==> src/rtl/full_adder_fa_cell.sv <==
// -----------------------------------------------------------------------------
// fa_cell
// Purely combinational single-bit full adder, the leaf of the ripple chain in
// full_adder.
//
// Ports:
//   a_i     operand A bit
//   b_i     operand B bit
//   cin_i   carry into this bit position
//   s_o     sum bit        = a ^ b ^ cin
//   cout_o  carry out      = majority(a, b, cin)
// -----------------------------------------------------------------------------
module fa_cell (
  input  logic a_i,
  input  logic b_i,
  input  logic cin_i,
  output logic s_o,
  output logic cout_o
);

  assign s_o    = a_i ^ b_i ^ cin_i;
  assign cout_o = (a_i & b_i) | (a_i & cin_i) | (b_i & cin_i);

endmodule : fa_cell

==> src/rtl/full_adder.sv <==
// -----------------------------------------------------------------------------
// full_adder
// Registered ripple-carry adder: {carry, sum} = a + b + c (unsigned, WIDTH+1
// bits). One result per cycle, one cycle of latency, no backpressure.
//
// Parameters:
//   WIDTH      operand width in bits, 1..64 (WIDTH=1 is the classic full adder)
//
// Ports:
//   clk        system clock, all state updates on the rising edge
//   rst        synchronous, active-high reset (wins over in_valid)
//   in_valid   a, b, c are valid this cycle
//   a, b       WIDTH-bit operands
//   c          carry-in
//   sum        registered sum bits (held while no new operation arrives)
//   carry      registered carry-out (held while no new operation arrives)
//   out_valid  sum/carry hold the result of the operation accepted last edge
// -----------------------------------------------------------------------------
module full_adder #(
  parameter int WIDTH = 1
) (
  input  logic             clk,
  input  logic             rst,
  input  logic             in_valid,
  input  logic [WIDTH-1:0] a,
  input  logic [WIDTH-1:0] b,
  input  logic             c,
  output logic [WIDTH-1:0] sum,
  output logic             carry,
  output logic             out_valid
);

  if (WIDTH < 1 || WIDTH > 64) begin : g_bad_width
    $error("full_adder: WIDTH must be in 1..64");
  end

  // Ripple chain: k[i] is the carry into bit i, k[0] is the carry-in and
  // k[WIDTH] is the final carry-out.
  logic [WIDTH:0]   k;
  logic [WIDTH-1:0] s;

  assign k[0] = c;

  for (genvar i = 0; i < WIDTH; i++) begin : g_cell
    fa_cell u_cell (
      .a_i   (a[i]),
      .b_i   (b[i]),
      .cin_i (k[i]),
      .s_o   (s[i]),
      .cout_o(k[i+1])
    );
  end

  logic [WIDTH-1:0] sum_q,   sum_d;
  logic             carry_q, carry_d;
  logic             valid_q, valid_d;

  // Operands are only sampled while in_valid is high; otherwise the previous
  // result stays visible and only the valid qualifier drops.
  always_comb begin
    // NOTE: every always_comb output gets a default first so no path leaves it
    // unassigned; a missing default would infer a latch.
    sum_d   = sum_q;
    carry_d = carry_q;
    valid_d = in_valid;
    if (in_valid) begin
      sum_d   = s;
      carry_d = k[WIDTH];
    end
  end

  // NOTE: sequential state uses non-blocking assignments so every register
  // samples pre-edge values, independent of statement order.
  always_ff @(posedge clk) begin
    if (rst) begin
      sum_q   <= '0;
      carry_q <= 1'b0;
      valid_q <= 1'b0;
    end else begin
      sum_q   <= sum_d;
      carry_q <= carry_d;
      valid_q <= valid_d;
    end
  end

  assign sum       = sum_q;
  assign carry     = carry_q;
  assign out_valid = valid_q;

endmodule : full_adder

==> config.mk <==
export PLATFORM = sky130hd
export DESIGN_NAME = full_adder
export DESIGN_NICKNAME = d
export VERILOG_FILES = /design/src/rtl/full_adder_fa_cell.sv /design/src/rtl/full_adder.sv
export SDC_FILE = /design/constraint.sdc
export NUM_CORES = 1
export LEC_CHECK = 0
export ABC_CLOCK_PERIOD_IN_PS = 950
export BUFFER_PORTS_ARGS = -buffer_cell sky130_fd_sc_hd__buf_4
export CAP_MARGIN = 20
export CORE_AREA = 3 3 40 42
export DETAILED_ROUTE_END_ITERATION = 7
export DIE_AREA = 0 0 43 45
export SLEW_MARGIN = 0
export SYNTH_ARGS = -nofsm -noshare
export SYNTH_HDL_FRONTEND = slang
export SYNTH_SLANG_ARGS = --single-unit
==> constraint.sdc <==
create_clock -name clk -period 0.95 [get_ports clk]
set_input_delay 0.1425 -clock clk [delete_from_list [all_inputs] [get_ports clk]]
set_output_delay 0.1425 -clock clk [all_outputs]
set_load 0.05 [all_outputs]
Word level (Yosys, flattened, before mapping)
Cells that the tools add are included.
{ "classes": {"bitwise": 7} }
{ "ops": {"columns": ["operator", "count"], "rows": [
  ["$and 1x1->1", 3],
  ["$or 1x1->1", 2],
  ["$xor 1x1->1", 2]
]} }
{ "word_totals": {"register_bits": 3, "input_bits": 6, "output_inout_bits": 3, "word_cells": 10} }

Depth between registers and ports, before layout
{ "logic_depth": {"word_depth": 3, "mapped_depth": 3} }

Cells and area by module
Synthesis repeated with hierarchy kept, for this count alone.
{ "hier_totals": {"cells_unflattened": 9, "area_unflattened_um2": 113.9} }
{ "modules_own_cells": {"columns": ["mod", "n_inst", "cells_each", "area_per_inst_um2", "seq_area_each_um2"], "rows": [
  ["full_adder", 1, 8, 93.8, 60.1],
  ["fa_cell", 1, 1, 20.0, 0.0]
]} }

Least setup slack after synthesis
Ideal clock, no wire load.
{ "synth_path": {"path_kind": "register to register", "startpoint": "reg carry (netlist name)", "endpoint": "reg carry_q (netlist: carry)", "arrival_time_ns": 0.817, "required_ns": 0.885, "path_slack_ns": 0.068, "stages_incl_launch_ff": 3, "n_path_buf": 0, "synth_period_minus_slack_ns": 0.882, "cell_sequence": "dfxtp_1 -> mux2i_1 -> nor2_1"} }
{ "synth_rtl": {"columns": ["item", "line", "source"], "rows": [
  ["end signal, assigned", "full_adder.sv:81", "carry_q <= carry_d;"],
  ["end, declared", "full_adder.sv:55", "logic carry_q, carry_d;"]
]} }

Final worst setup path
{ "layout_path": {"startpoint": "reg carry_q (netlist: carry)", "endpoint": "out carry"} }
{ "layout_rtl": {"columns": ["item", "line", "source"], "rows": [
  ["end, declared", "full_adder.sv:29", "output logic carry,"]
]} }
No word-level cell between the ends.

==> out/qor.csv <==
metric,value,unit
cell taking the most area after synthesis,dfxtp_1,
Critical Path RT,810,ps
pre-CTS setup slack,-80.8,ps
DRT iter0 DRCs,0,
DIE AREA,0.00194,mm^2
WHS Path Cells,2,
cts bufs inserted,3,
Avg Vias per Cell,2.81,
pwr dens,2050,mW/mm^2
Port Buffers,8,
number of diodes,0,
CP Buf/Inv Count,1,
sequential element share of the synthesized area,52.7,%
"EDFF count, synth",0,
routability cong.,0.542,
Yosys warnings,0,
Row Count,13,
post_cts resized,0,
CP Depth,1,
Overflow after GRT,0,
Comb power frac,19.0,%
Worst-Skew Late Latency,230,ps
Hold Crit Class,in2reg,
type of origin of the critical path,flop,
setup ws final,48.2,ps
FILL cells,146,
top-count cell post-synth,dfxtp_1,
Register-to-Register Path Depth,2,
Root Buffer,clkbuf_4,
max-slew violations,0,
fraction of layout cells with a size suffix above 1,52.4,%
Setup Buffers After CTS,0,
"CP delay by family, top",flip-flops,
cell area after layout,219,um^2
most common library cells after synthesis,"dfxtp_1 (3), mux2i_1 (2), nor2_1 (2), fa_1 (1), nor2b_1 (1)",
dominant cells by area after synthesis,"dfxtp_1 (53%), fa_1 (18%), mux2i_1 (18%)",
Critical Path Slowest Stage Cell,dfxtp_1,
Fin Setup TNS,0,ps
vias in the first global route,136,
Psw,0.000120,W
pin count of the biggest net entering global routing,4,
ys flop type,dfxtp_1,
Critical Path Max Stage Delay,320,ps
io pins,9,
CTS tree,done,
status,finished clean,
synthesized area,114,um^2
Fin. Hold Viols,0,
Mapped Cells,9,
Initial Util,8.86,%
fin crit period,902,ps
Final Cycle Share,94.9,%
number of synthesized register bits,3,
Setup Skew,0,ps
DIE HEIGHT,45,um
RSZ-0062 raised after global routing,no,
DR WL/cell,8.39,um
clock network power share,49.7,%
Die W,43,um
Max-Slew Margin vs Limit,92.0,%
Routed WL,302,um
CTS clock-pin slew for the worst setup and hold paths,40,ps
Synth top area share,52.7,%
"Max FO, Critical Path",2,
max_cap viols,0,
"Arr. time, crit path",760,ps
Leak,0.104,nW
switching part of the total,26.7,%
worst-path cell chain,buf_4,
Syn Area/Cell,12.7,um^2
drt drc,0,
initial antenna violation count,0,
GRT Total Usage,4.66,%
worst hold slack,87.0,ps
register area,60.1,um^2
# H-tree levels,1,
number of vias in the routed layout,101,
area occupied by multi-input gates,53.8,um^2
first-pass GRT wire length,538,um
worst setup path class,reg2out,
VDD IR max,0.000226,V
synth-to-layout area growth,92.3,%
Pint,0.000329,W
Sink Count,3,
final setup fails,0,
Worst-Margin Slew,116,ps
"Core Util, Final",17.0,%
asr flop ratio synth,0,%
number of library cell types mapped by synthesis,5,
Seq pwr share,31.2,%
f_max,1110,MHz
# hold bufs at CTS,0,
syn_nets,16,
DRT antenna net count,0,
Worst Setup End Kind,output port,
TritonRoute pass-1 iters,1,
placed inst area,193,um^2
clk buf depth,2,
Post-layout nets,29,
core outline area,0.00128,mm^2
power groups by stage:
stage	combinational, W	sequential (W)	clock (W)
3_3_place_gp	0.0000853	0.000142	0
2_1_floorplan	0.0000153	0.000174	0
6_report	0.0000854	0.000140	0.000223
4_1_cts	0.0000875	0.000140	0.000238
3_5_place_dp	0.0000867	0.000142	0
5_1_grt	0.0000932	0.000142	0.000239
cells in the final DEF (no fill, tap or decap):
cell / count
clkbuf_1: 1
buf_4: 8
fa_1: 1
clkbuf_4: 3
nor2b_1: 1
dfxtp_1: 3
nor2_1: 2
mux2i_1: 2
per-layer routing:
layer / GRT usage (%) / vias up / wire length (um)
li1: - / 52 / -
met1: 4.58 / 43 / 124
met2: 4.79 / 6 / 133
met3: 3.59 / 0 / 45
met4: 7.23 / 0 / 0
met5: 0 / - / 0
sequential cells by signal, summed over array words and instances, names as in the netlist:
name,count
out_valid,1
carry,1
sum,1
path summary, 6_finish.rpt:
kind | end | start | slack, ps
worst max register to register | sum | sum | 370
worst min-delay path | out_valid | rst | 90
worst min register to register | carry | carry | 500
worst max-delay path | carry | carry | 50
metrics by stage:
| step | cells | power (W) |
|---|---|---|
| floorplan | 9 | 0.000189 |
| global placement | 32 | 0.000227 |
| detailed placement | 32 | 0.000229 |
| CTS | 36 | 0.000466 |
| global route | 36 | 0.000474 |
| finish | 36 | 0.000448 |
layout make-up:
cell class,count,area share (%)
repair buffers,8,27.4
multi-input cells,6,24.6
well taps,15,8.57
flip-flops and latches,3,27.4
clock buffers,4,12.0
logic make-up (layout without fill, tap and decap cells):
| kind of cell | count (synthesis) | after routing | share of synthesized area [%] |
|---|---|---|---|
| fa+ha+maj | 1 | 1 | 17.6 |
| buf+inv | 0 | 12 | 0 |
| flops | 3 | 3 | 52.7 |
| mux | 2 | 2 | 17.6 |
| simple gates | 3 | 3 | 12.1 |
Note: power is estimated with default switching activity, not from simulation.
